$ cat src/rtl/sort_mem_responder.sv
// Word-addressed memory responder for the sort circuit's AR/R + AW/W/B ports.
// Optional ready stalling via an LFSR when SORT_MEM_STALL_EN is defined.
module sort_mem_responder #(
    parameter int ADDR_WDTH = 4,
    parameter int DATA_WDTH = 32,
    parameter int RESP_WDTH = 1,
    parameter int MEM_DEPTH = 16
) (
    input  logic                 clk,
    input  logic                 rst,
    input  logic                 ar_valid,
    output logic                 ar_ready,
    input  logic [ADDR_WDTH-1:0] ar_address,
    output logic                 r_valid,
    input  logic                 r_ready,
    output logic [DATA_WDTH-1:0] r_data,
    output logic [RESP_WDTH-1:0] r_resp,
    input  logic                 aw_valid,
    output logic                 aw_ready,
    input  logic [ADDR_WDTH-1:0] aw_address,
    input  logic                 w_valid,
    output logic                 w_ready,
    input  logic [DATA_WDTH-1:0] w_data,
    output logic                 b_valid,
    input  logic                 b_ready,
    output logic [RESP_WDTH-1:0] b_resp
);
    localparam int IDX_W = (MEM_DEPTH > 1) ? $clog2(MEM_DEPTH) : 1;
    localparam logic [ADDR_WDTH:0]   DEPTH_L   = MEM_DEPTH[ADDR_WDTH:0];
    localparam logic [RESP_WDTH-1:0] RESP_OKAY = '0;
    localparam logic [RESP_WDTH-1:0] RESP_ERR  = RESP_WDTH'(1);

    typedef enum logic {R_IDLE, R_RESP} rd_state_t;

    rd_state_t              r_rd_state;
    logic [DATA_WDTH-1:0]   r_mem [MEM_DEPTH];
    logic                   r_aw_held;
    logic                   r_w_held;
    logic [ADDR_WDTH-1:0]   r_aw_addr;
    logic [DATA_WDTH-1:0]   r_w_data;

    logic                   w_stall_ok;
    logic                   w_ar_hs;
    logic                   w_aw_hs;
    logic                   w_w_hs;
    logic                   w_commit;
    logic [ADDR_WDTH-1:0]   w_wr_addr;
    logic [DATA_WDTH-1:0]   w_wr_data;
    logic                   w_wr_in_range;
    logic                   w_rd_in_range;
    logic [IDX_W-1:0]       w_wr_idx;
    logic [IDX_W-1:0]       w_rd_idx;

`ifdef SORT_MEM_STALL_EN
    logic [7:0] r_lfsr;

    // Fibonacci LFSR, taps 8,6,5,4; bit 0 gates all three readies
    always_ff @(posedge clk or posedge rst) begin
        if (rst) begin
            r_lfsr <= 8'h01;
        end else begin
            r_lfsr <= {r_lfsr[6:0], r_lfsr[7] ^ r_lfsr[5] ^ r_lfsr[4] ^ r_lfsr[3]};
        end
    end

    assign w_stall_ok = r_lfsr[0];
`else
    assign w_stall_ok = 1'b1;
`endif

    // Readies decode from state only, so no input-to-output combinational path
    assign ar_ready = (r_rd_state == R_IDLE) && w_stall_ok;
    assign aw_ready = !r_aw_held && !b_valid && w_stall_ok;
    assign w_ready  = !r_w_held  && !b_valid && w_stall_ok;

    assign w_ar_hs       = ar_valid && ar_ready;
    assign w_aw_hs       = aw_valid && aw_ready;
    assign w_w_hs        = w_valid  && w_ready;
    assign w_commit      = (r_aw_held || w_aw_hs) && (r_w_held || w_w_hs);
    assign w_wr_addr     = r_aw_held ? r_aw_addr : aw_address;
    assign w_wr_data     = r_w_held  ? r_w_data  : w_data;
    assign w_wr_in_range = {1'b0, w_wr_addr}  < DEPTH_L;
    assign w_rd_in_range = {1'b0, ar_address} < DEPTH_L;
    assign w_wr_idx      = w_wr_addr[IDX_W-1:0];
    assign w_rd_idx      = ar_address[IDX_W-1:0];

    // Read FSM: sample the array before this edge's write lands
    always_ff @(posedge clk or posedge rst) begin
        if (rst) begin
            r_rd_state <= R_IDLE;
            r_valid    <= 1'b0;
            r_data     <= '0;
            r_resp     <= RESP_OKAY;
        end else begin
            case (r_rd_state)
                R_IDLE: begin
                    if (w_ar_hs) begin
                        r_rd_state <= R_RESP;
                        r_valid    <= 1'b1;
                        if (w_rd_in_range) begin
                            r_data <= r_mem[w_rd_idx];
                            r_resp <= RESP_OKAY;
                        end else begin
                            r_data <= '0;
                            r_resp <= RESP_ERR;
                        end
                    end
                end
                R_RESP: begin
                    if (r_ready) begin
                        r_rd_state <= R_IDLE;
                        r_valid    <= 1'b0;
                    end
                end
                default: r_rd_state <= R_IDLE;
            endcase
        end
    end

    // Write path: hold AW and W independently, commit once both are present
    always_ff @(posedge clk or posedge rst) begin
        if (rst) begin
            r_aw_held <= 1'b0;
            r_w_held  <= 1'b0;
            r_aw_addr <= '0;
            r_w_data  <= '0;
            b_valid   <= 1'b0;
            b_resp    <= RESP_OKAY;
            for (int i = 0; i < MEM_DEPTH; i++) begin
                r_mem[i] <= '0;
            end
        end else begin
            if (b_valid && b_ready) begin
                b_valid <= 1'b0;
            end
            if (w_commit) begin
                if (w_wr_in_range) begin
                    r_mem[w_wr_idx] <= w_wr_data;
                end
                r_aw_held <= 1'b0;
                r_w_held  <= 1'b0;
                b_valid   <= 1'b1;
                b_resp    <= w_wr_in_range ? RESP_OKAY : RESP_ERR;
            end else begin
                if (w_aw_hs) begin
                    r_aw_held <= 1'b1;
                    r_aw_addr <= aw_address;
                end
                if (w_w_hs) begin
                    r_w_held <= 1'b1;
                    r_w_data <= w_data;
                end
            end
        end
    end

endmodule

$ cat config.mk
export PLATFORM = sky130hd
export DESIGN_NAME = sort_mem_responder
export DESIGN_NICKNAME = d
export VERILOG_FILES = /design/src/rtl/sort_mem_responder.sv
export SDC_FILE = /design/constraint.sdc
export NUM_CORES = 1
export LEC_CHECK = 0
export CAP_MARGIN = 20
export CORE_MARGIN = 2
export CORE_UTILIZATION = 55
export CTS_CLUSTER_DIAMETER = 80
export DETAILED_ROUTE_END_ITERATION = 8
export PLACE_DENSITY = 0.8
export SLEW_MARGIN = 30
export SYNTH_ARGS = -nofsm -noshare
export SYNTH_HDL_FRONTEND = slang
export SYNTH_SLANG_ARGS = --single-unit
$ cat constraint.sdc
create_clock -name clk -period 23 [get_ports clk]
set_input_delay 3.45 -clock clk [delete_from_list [all_inputs] [get_ports clk]]
set_output_delay 3.45 -clock clk [all_outputs]
set_load 0.005 [all_outputs]
==> flow_summary_export.csv, run 1 <==
group,metric,value,unit
die,core_region_area,48600,µm²
clock_tree,ctsLongestPathBuffers,3,
global_route,gr-usage-all-layers,0.259,
hold_path,hold_path.class,"flop to flop",
route,drtIter0Drc,1292,
synth,synth_top_cell_area_share,0.544,
die,fp.dieH,225,µm
die,die_area,50700,µm²
route,vias,16200,
critical_path,crit_type,"input pin to flop",
critical_path,crit_fanout,86,
critical_path,worstPathRequired,23.50,ns
timing,finalSetupViolCount,0,
synth,synthTopCellsByArea,"dfrtp_1, mux2_2, mux2i_1",
timing,tightest_slew,1.04,ns
die,ios,86,
clock_tree,post-cts-setup-buffers,0,
timing,finalCritPeriodShare,0.249,
route,ant_nets,0,
cells_and_area,area_delta_synth_final,11.1,%
route,wl_per_cell,24.6,µm
global_route,overflow,0,
placed_design,gp_congestion,0.752,
power,p_leak,14.2,nW
flow_run,cap_violations,0,
synth,netlist_area,26900,µm²
synth,yosysWarnings,0,
route,via_per_inst,6.19,
route,firstDrtPassIters,6,
clock_tree,tritoncts,"done",
cells_and_area,fin_nets,2000,
timing,hold_viol,0,
timing,post-route-min-period,5.74,ns
clock_tree,insertion_delay,0.61,ns
synth,synthFlopType,"dfrtp_1",
global_route,grt_max_degree,140,
synth,ys_ff_latch,585,
synth,yosysMostFrequentCell,"dfrtp_1",
synth,avgSynthCellArea,13.9,µm²
timing,max_freq,0.174,GHz
clock_tree,htreeDepth,2,
cells_and_area,drive_gt1_frac,0.347,
synth,synth_common_cells,"dfrtp_1, mux2_2, mux2i_1",
cells_and_area,antennaDiodeCount,0,
placed_design,dp_hpwl,34.0,mm
timing,relSlewSlack,0.304,
synth,yosysTopAreaCell,"dfrtp_1",
clock_tree,ctsResizeCount,0,
clock_tree,clk_pin_slew,0.06,ns
synth,syn_inst,1938,
synth,synth_edf_count,0,
die,die_w,225,µm
global_route,grt_pass1_wl,99.9,mm
critical_path,end_kind,"flop",
timing,rsz0062_at_grt,"no",
status,status,"finished, final reports clean",
timing,slew_viol_final,0,
synth,seq_area_frac_synth,0.544,
power,power.density,126,nW/µm²
timing,finalSetupTns,0,ns
clock_tree,clock-sinks,585,
die,start_util,0.553,
global_route,antenna_found_initial,0,
clock_tree,hold_buffers,0,
timing,finalClockSkew,0.0158,ns
route,routed_wl,64.4,mm
clock_tree,cts_buffers,57,
synth,synth_cell_types,38,
critical_path,critical_path_arrival,6.23,ns
cells_and_area,utilization,0.615,
critical_path,startpoint_type,"input pin",
route,drc,0,
die,rows,81,
power,ir_drop,0.0641,mV
global_route,grt_pass1_vias,17000,
placed_design,port_buffers,83,
synth,async_flop_share,1.00,
clock_tree,cts_root_buffer,"clkbuf_16",
cell type report:
| type | instances | area [µm²] |
|---|---|---|
| Fill cell | 3626 | 18700 |
| Sequential cell | 585 | 14600 |
| Multi-Input combinational cell | 1192 | 11400 |
| Clock buffer | 80 | 1700 |
| Timing Repair Buffer | 112 | 1120 |
| Tap cell | 622 | 778 |
| Clock inverter | 24 | 259 |
| Inverter | 5 | 31.3 |
per-stage QoR:
stage	cells	area (µm²)	power [mW]	setup WS, ns	hold WS (ns)
6_report	2620	29900	3.78	17.26	0.490
5_1_grt	2620	29900	3.99	17.13	0.500
4_1_cts	2618	29800	3.79	16.74	0.495
3_5_place_dp	2514	27900	2.82	16.09	0.482
3_3_place_gp	2514	27900	2.73	16.22	0.468
2_1_floorplan	1939	26900	2.52	3.18	0.449
layout by cell type (no fill, tap or decap), types with 2 or more instances in the layout:
master	instances
nand2b_1	2
conb_1	2
clkdlybuf4s50_1	82
nand4_1	23
nand3_1	75
buf_4	19
mux2_1	43
clkbuf_1	7
nand3b_1	7
nand2_4	6
clkbuf_8	14
inv_6	2
o22ai_1	4
nor2_1	3
clkinv_2	15
a22oi_1	96
buf_6	8
mux2i_1	256
nand2_1	93
nor2_4	2
nand2_2	10
a21oi_1	10
a211oi_2	3
nor2b_4	2
clkbuf_16	59
dfrtp_1	584
mux2_4	49
bufinv_16	5
or3b_1	3
mux2_2	487
nor3_1	2
inv_1	4
o21ai_0	2
worst paths after layout:
kind	startpoint	endpoint	slack, ns	cells after the start
worst max-delay path	ar_address[1]	r_data[6]	17.26	7
worst min-delay path	r_data[27]	r_data[27]	0.49	2
worst max register to register	r_w_held	r_mem[412]	19.65	4
worst min register to register	r_data[27]	r_data[27]	0.49	2
max in group asynchronous	rst	r_w_held	17.79	4
min in group asynchronous	rst	r_mem[171]	3.33	2
where the power goes:
group | internal, mW | total [mW] | switching [mW] | leakage, nW
sequential | 1.51 | 1.79 | 0.281 | 7.38
combinational | 0.587 | 1.02 | 0.431 | 5.80
clock | 0.568 | 0.970 | 0.401 | 0.979
logic make-up (layout without fill, tap and decap cells):
kind of cell           after synthesis  after routing  share of synthesized area
muxes                              835            835                      0.344
DFF                                585            585                      0.544
and+or+nand+nor                    234            234                     0.0429
buffers and inverters              162            221                     0.0350
AOI/OAI and AO/OA                  121            121                     0.0337
other                                1              2                   0.000139
sequential cells by signal (all words and copies together), names as in the netlist:
register	count
r_aw_held	1
r_mem	512
r_w_data	32
r_data	32
b_valid	1
r_rd_state	1
r_valid	1
r_w_held	1
r_aw_addr	4
worst max-delay path: stages:
cell,delay [ns]
buf_8,0.56
buf_6,0.65
buf_6,0.72
mux2i_1,0.30
a22oi_1,0.11
nand4_1,0.14
nand3_1,0.08
per-layer routing:
layer  GRT usage  wire length (µm)  vias up
li1            -                 -     7051
met1       0.363             28800     8604
met2       0.419             30600      469
met3      0.0374              3480      100
met4      0.0797              1590        0
met5           0                 0        -
Power figures use the tool's default switching activity.
==> inputs of run 2 (changes only) <==
--- a/config.mk
+++ b/config.mk
@@ -10,7 +10,7 @@
 export CORE_UTILIZATION = 55
 export CTS_CLUSTER_DIAMETER = 80
 export DETAILED_ROUTE_END_ITERATION = 8
-export PLACE_DENSITY = 0.8
+export PLACE_DENSITY = 0.82
 export SLEW_MARGIN = 30
 export SYNTH_ARGS = -nofsm -noshare
 export SYNTH_HDL_FRONTEND = slang
==> constraint.sdc (replaced) <==
create_clock -name clk -period 4.85 [get_ports clk]
set_input_delay 0.7275 -clock clk [delete_from_list [all_inputs] [get_ports clk]]
set_output_delay 0.7275 -clock clk [all_outputs]
set_load 0.005 [all_outputs]
==> flow_summary_export.csv, run 2 (synthesis gave the netlist of run 1 again) <==
group,metric,value,unit
status,status,"finished, final reports clean",
critical_path,r2r_start,"r_aw_held",
clock_tree,clock-sinks,585,
global_route,grt_use_met3,0.0411,
route,drtIter0Drc,1265,
timing,hold_viol,0,
cells_and_area,multi_input_area,11400,µm²
route,ant_nets,0,
critical_path,reg2regPathDepth,5,
cells_and_area,drive_gt1_frac,0.350,
placed_design,gp_congestion,0.763,
placed_design,port_buffers,83,
clock_tree,ctsResizeCount,0,
cells_and_area,seq_area,14600,µm²
timing,max_freq,0.322,GHz
critical_path,crit_family,"compound AO/OA/AOI/OAI gates",
timing,finalSetupViolCount,0,
power,p_leak,14.3,nW
hold_path,min-delay-start,"r_data[28]",
die,fp.dieH,225,µm
power,ir_drop,0.360,mV
cells_and_area,area_delta_synth_final,12.1,%
cells_and_area,largest_reg_flops,512,
cells_and_area,layout_common_cells,"dfrtp_1, mux2_2, mux2i_1",
cells_and_area,top_regs,"r_mem x512, r_data x32, r_w_data x32",
die,die_w,225,µm
route,firstDrtPassIters,5,
die,ios,86,
hold_path,hold_path.class,"flop to flop",
cells_and_area,top_register,"r_mem",
timing,worst_slack,1.74,ns
critical_path,slowest_stage,"dfrtp_1",
timing,relSlewSlack,0.311,
clock_tree,post-cts-setup-buffers,0,
clock_tree,ctsLongestPathBuffers,3,
clock_tree,clk_pin_slew,0.07,ns
global_route,grt_pass1_wl,98.8,mm
global_route,use_met1,0.342,
critical_path,crit_path_start,"r_aw_held",
route,drc,0,
clock_tree,tritoncts,"done",
route,routed_wl,62.6,mm
power,power.density,602,nW/µm²
die,die_area,50700,µm²
die,start_util,0.553,
critical_path,path_depth,5,
clock_tree,hold_buffers,0,
clock_tree,insertion_delay,0.62,ns
timing,rsz0062_at_grt,"no",
route,wl_per_cell,23.8,µm
clock_tree,cts_buffers,58,
route,vias,16200,
timing,fin_worst_hold_slack,0.480,ns
timing,slew_viol_final,0,
global_route,gr-usage-all-layers,0.252,
global_route,grt_use_met2,0.422,
clock_tree,htreeDepth,2,
cells_and_area,antennaDiodeCount,0,
cells_and_area,fin_nets,2006,
cells_and_area,layout_commonest_cell,"dfrtp_1",
critical_path,critical_path_arrival,3.60,ns
critical_path,critPathBufInv,1,
global_route,grt_pass1_vias,17200,
die,rows,81,
critical_path,crit_fanout,21,
global_route,antenna_found_initial,0,
die,core_region_area,48600,µm²
placed_design,dp_slack,1.12,ns
critical_path,startpoint_type,"flop",
critical_path,crit_chain,"o22ai_1, a211oi_2, nand2_2, buf_4, mux2_1",
critical_path,end_kind,"flop",
global_route,overflow,0,
placed_design,dp_hpwl,34.8,mm
clock_tree,cts_root_buffer,"clkbuf_16",
critical_path,worstPathRequired,5.34,ns
timing,finalCritPeriodShare,0.641,
global_route,busiest_layer,"met2",
timing,tightest_slew,1.03,ns
critical_path,crit_type,"flop to flop",
hold_path,hold_depth,2,
global_route,grt_max_degree,188,
timing,post-route-min-period,3.11,ns
route,via_per_inst,6.16,
cells_and_area,fillers,3579,
flow_run,cap_violations,0,
critical_path,slowest_delay,0.72,ns
timing,finalClockSkew,0.0157,ns
power,report.power.total,18.2,mW
[run 2: changes by cell type in the layout (fill, tap and decap cells not counted), moves of 2 or more]
cell	previous run	this run
buf_6	8	0
clkbuf_16	59	61
nand2_4	6	9
clkbuf_8	14	20
buf_12	1	7
inv_6	2	0
buf_16	1	3
buf_4	19	24
clkinv_2	15	12
nand2_2	10	7
[run 2: path summary, 6_finish.rpt]
path	slack [ns]	endpoint
hold / removal	0.48	r_data[28]
min in group asynchronous	0.51	r_mem[277]
hold reg to reg	0.48	r_data[28]
setup reg to reg	1.74	r_mem[60]
max in group asynchronous	3.04	r_mem[485]
setup / recovery	1.74	r_mem[60]
[run 2: stage by stage]
step	std cells	TNS (ns)	util	cell area [µm²]
2_1_floorplan	1939	-2252.78	-	26900
3_3_place_gp	2517	0	0.575	28000
3_5_place_dp	2518	0	0.575	28000
4_1_cts	2625	0	0.618	30100
5_1_grt	2628	0	0.620	30200
6_report	2628	0	0.620	30200
[run 2: final cells by class]
| type | count | share of cell area |
|---|---|---|
| Clock buffer | 87 | 0.0605 |
| Tap cell | 622 | 0.0258 |
| Sequential cell | 585 | 0.485 |
| Clock inverter | 20 | 0.00850 |
| Timing Repair Buffer | 117 | 0.0411 |
| Inverter | 5 | 0.000747 |
| Multi-Input combinational cell | 1192 | 0.378 |
[run 2: worst register-to-register path, cell delays in order, from the launching register on]
cell	delay (ns)
dfrtp_1	0.72
o22ai_1	0.42
a211oi_2	0.51
nand2_2	0.52
buf_4	0.45
mux2_1	0.37
[run 2: power by group]
part           leakage (nW)  internal, mW  switching, mW
Combinational          5.89          2.80           2.13
Sequential             7.38          7.18           1.27
Clock                  1.04          2.90           1.89
[run 2: routing by layer]
layer / share of wire / wire (µm)
met5: 0 / 0
met4: 0.025 / 1550
met3: 0.051 / 3170
met2: 0.49 / 30500
met1: 0.44 / 27400
==> inputs of run 3 (changes only) <==
--- a/config.mk
+++ b/config.mk
@@ -10,7 +10,7 @@
 export CORE_UTILIZATION = 55
 export CTS_CLUSTER_DIAMETER = 80
 export DETAILED_ROUTE_END_ITERATION = 8
-export PLACE_DENSITY = 0.82
+export PLACE_DENSITY = 0.8
 export SLEW_MARGIN = 30
 export SYNTH_ARGS = -nofsm -noshare
 export SYNTH_HDL_FRONTEND = slang
==> constraint.sdc (replaced) <==
create_clock -name clk -period 3.09 [get_ports clk]
set_input_delay 0.4635 -clock clk [delete_from_list [all_inputs] [get_ports clk]]
set_output_delay 0.4635 -clock clk [all_outputs]
set_load 0.005 [all_outputs]
==> flow_summary_export.csv, run 3 (synthesis gave the netlist of run 1 again) <==
group,metric,value,unit
status,status,"finished, final reports clean",
critical_path,crit_family,"flip-flops",
clock_tree,post-cts-setup-buffers,0,
route,via_per_inst,6.14,
critical_path,r2r_start,"r_aw_held",
timing,finalCritPeriodShare,0.821,
critical_path,setup.worst_path.end,"r_mem[362]",
cells_and_area,layout_commonest_cell,"dfrtp_1",
timing,tightest_slew,0.725,ns
die,core_region_area,48600,µm²
cells_and_area,top_regs,"r_mem x512, r_data x32, r_w_data x32",
critical_path,critical_path_arrival,3.03,ns
critical_path,startpoint_type,"flop",
critical_path,reg2regPathDepth,5,
timing,post-route-min-period,2.54,ns
route,wl_per_cell,23.9,µm
route,routed_wl,63.7,mm
cells_and_area,fin_cells,2663,
die,die_area,50700,µm²
critical_path,crit_path_start,"r_aw_held",
critical_path,crit_type,"flop to flop",
clock_tree,clk_pin_slew,0.06,ns
cells_and_area,drive_gt1_frac,0.357,
timing,relSlewSlack,0.517,
die,die_w,225,µm
hold_path,hold_path.class,"input pin to asynchronous set/reset pin",
critical_path,reg2reg_setup_slack,0.55,ns
global_route,grt_pass1_vias,17200,
placed_design,placed_cells,2554,
timing,finalSetupViolCount,0,
critical_path,worstPathRequired,3.58,ns
clock_tree,clock-sinks,585,
clock_tree,cts_root_buffer,"clkbuf_16",
cells_and_area,fin_nets,2040,
power,ir_drop,0.494,mV
critical_path,end_kind,"flop",
placed_design,dp_hpwl,36.7,mm
route,drtIter0Drc,1271,
power,power.density,927,nW/µm²
clock_tree,hold_buffers,0,
critical_path,slowest_delay,0.72,ns
placed_design,port_buffers,83,
critical_path,slowest_stage,"dfrtp_1",
cells_and_area,area_delta_synth_final,12.9,%
route,ant_nets,0,
cells_and_area,largest_reg_flops,512,
die,ios,86,
global_route,gr-usage-all-layers,0.258,
cells_and_area,antennaDiodeCount,0,
critical_path,critPathBufInv,1,
die,start_util,0.553,
timing,hold_viol,0,
flow_run,cap_violations,0,
critical_path,r2r_end,"r_mem[362]",
route,vias,16300,
placed_design,gp_congestion,0.759,
clock_tree,ctsResizeCount,0,
die,fp.dieH,225,µm
timing,max_freq,0.394,GHz
timing,rsz0062_at_grt,"no",
route,drc,0,
critical_path,path_depth,5,
route,firstDrtPassIters,5,
clock_tree,cts_buffers,59,
cells_and_area,top_register,"r_mem",
critical_path,crit_chain,"or3b_2, a211oi_2, nand2_2, buf_4, mux2_1",
cells_and_area,utilization,0.625,
power,p_leak,14.4,nW
die,rows,81,
critical_path,crit_fanout,24,
clock_tree,ctsLongestPathBuffers,3,
clock_tree,htreeDepth,2,
global_route,antenna_found_initial,0,
global_route,grt_max_degree,82,
cells_and_area,fillers,3537,
clock_tree,insertion_delay,0.62,ns
global_route,grt_pass1_wl,100,mm
global_route,overflow,0,
cells_and_area,layout_common_cells,"dfrtp_1, mux2_2, mux2i_1",
clock_tree,tritoncts,"done",
timing,slew_viol_final,0,
timing,finalClockSkew,0.0171,ns
[run 3: cell types whose count changed in the layout (fill, tap and decap cells not counted), sizes merged]
cell	delta
buf	+33
clkbuf	+5
bufinv	-4
clkinv	+1
[run 3: how the worst min path moves through the flow]
stage / slack, ns / cells after the start / from / endpoint
3_5_place_dp: 0.48 / 1 / r_mem[289] / r_mem[289]
3_3_place_gp: 0.47 / 1 / r_rd_state / r_valid
5_1_grt: 0.25 / 2 / rst / r_mem[9]
2_1_floorplan: 0.45 / 1 / r_rd_state / r_valid
4_1_cts: 0.23 / 2 / rst / r_mem[9]
6_report: 0.24 / 2 / rst / r_mem[9]
[run 3: worst reg2reg max path: stages, from the launching register on]
cell and delay, ns:
dfrtp_1 0.72, or3b_2 0.54, a211oi_2 0.35, nand2_2 0.10, buf_4 0.29, mux2_1 0.42
[run 3: final cells by class]
class | instances | area [µm²] | area share
inverter | 5 | 22.5 | 0.000741
timing repair buffer | 150 | 1630 | 0.0535
multi-input combinational | 1192 | 11400 | 0.374
sequential | 585 | 14600 | 0.482
clock buffer | 92 | 1800 | 0.0593
clock inverter | 17 | 141 | 0.00465
tap | 622 | 778 | 0.0256
[run 3: where the power goes]
part           leakage (nW)  switching [mW]  internal (mW)  total, mW
Combinational          6.03            3.36           4.45       7.81
Clock                 0.968            2.97           4.15       7.12
Sequential             7.38            1.98           11.3       13.2
Total                  14.4            8.30           19.9       28.2
[run 3: per-layer routing]
metal	GRT usage	part of all wire
met1	0.360	0.45
met2	0.414	0.47
met3	0.0442	0.051
met4	0.0812	0.027
met5	0	0
[run 3: per-stage QoR]
stage	hold slack [ns]	area [µm²]	total power, mW	setup slack (ns)	TNS [ns]
5_1_grt	0.252	30400	29.7	0.433	0
3_3_place_gp	0.466	28400	20.4	0.417	0
6_report	0.242	30400	28.2	0.552	0
3_5_place_dp	0.481	28400	21.1	0.354	0
2_1_floorplan	0.449	26900	18.8	-5.35	-3127.94
4_1_cts	0.229	30400	28.3	0.543	0
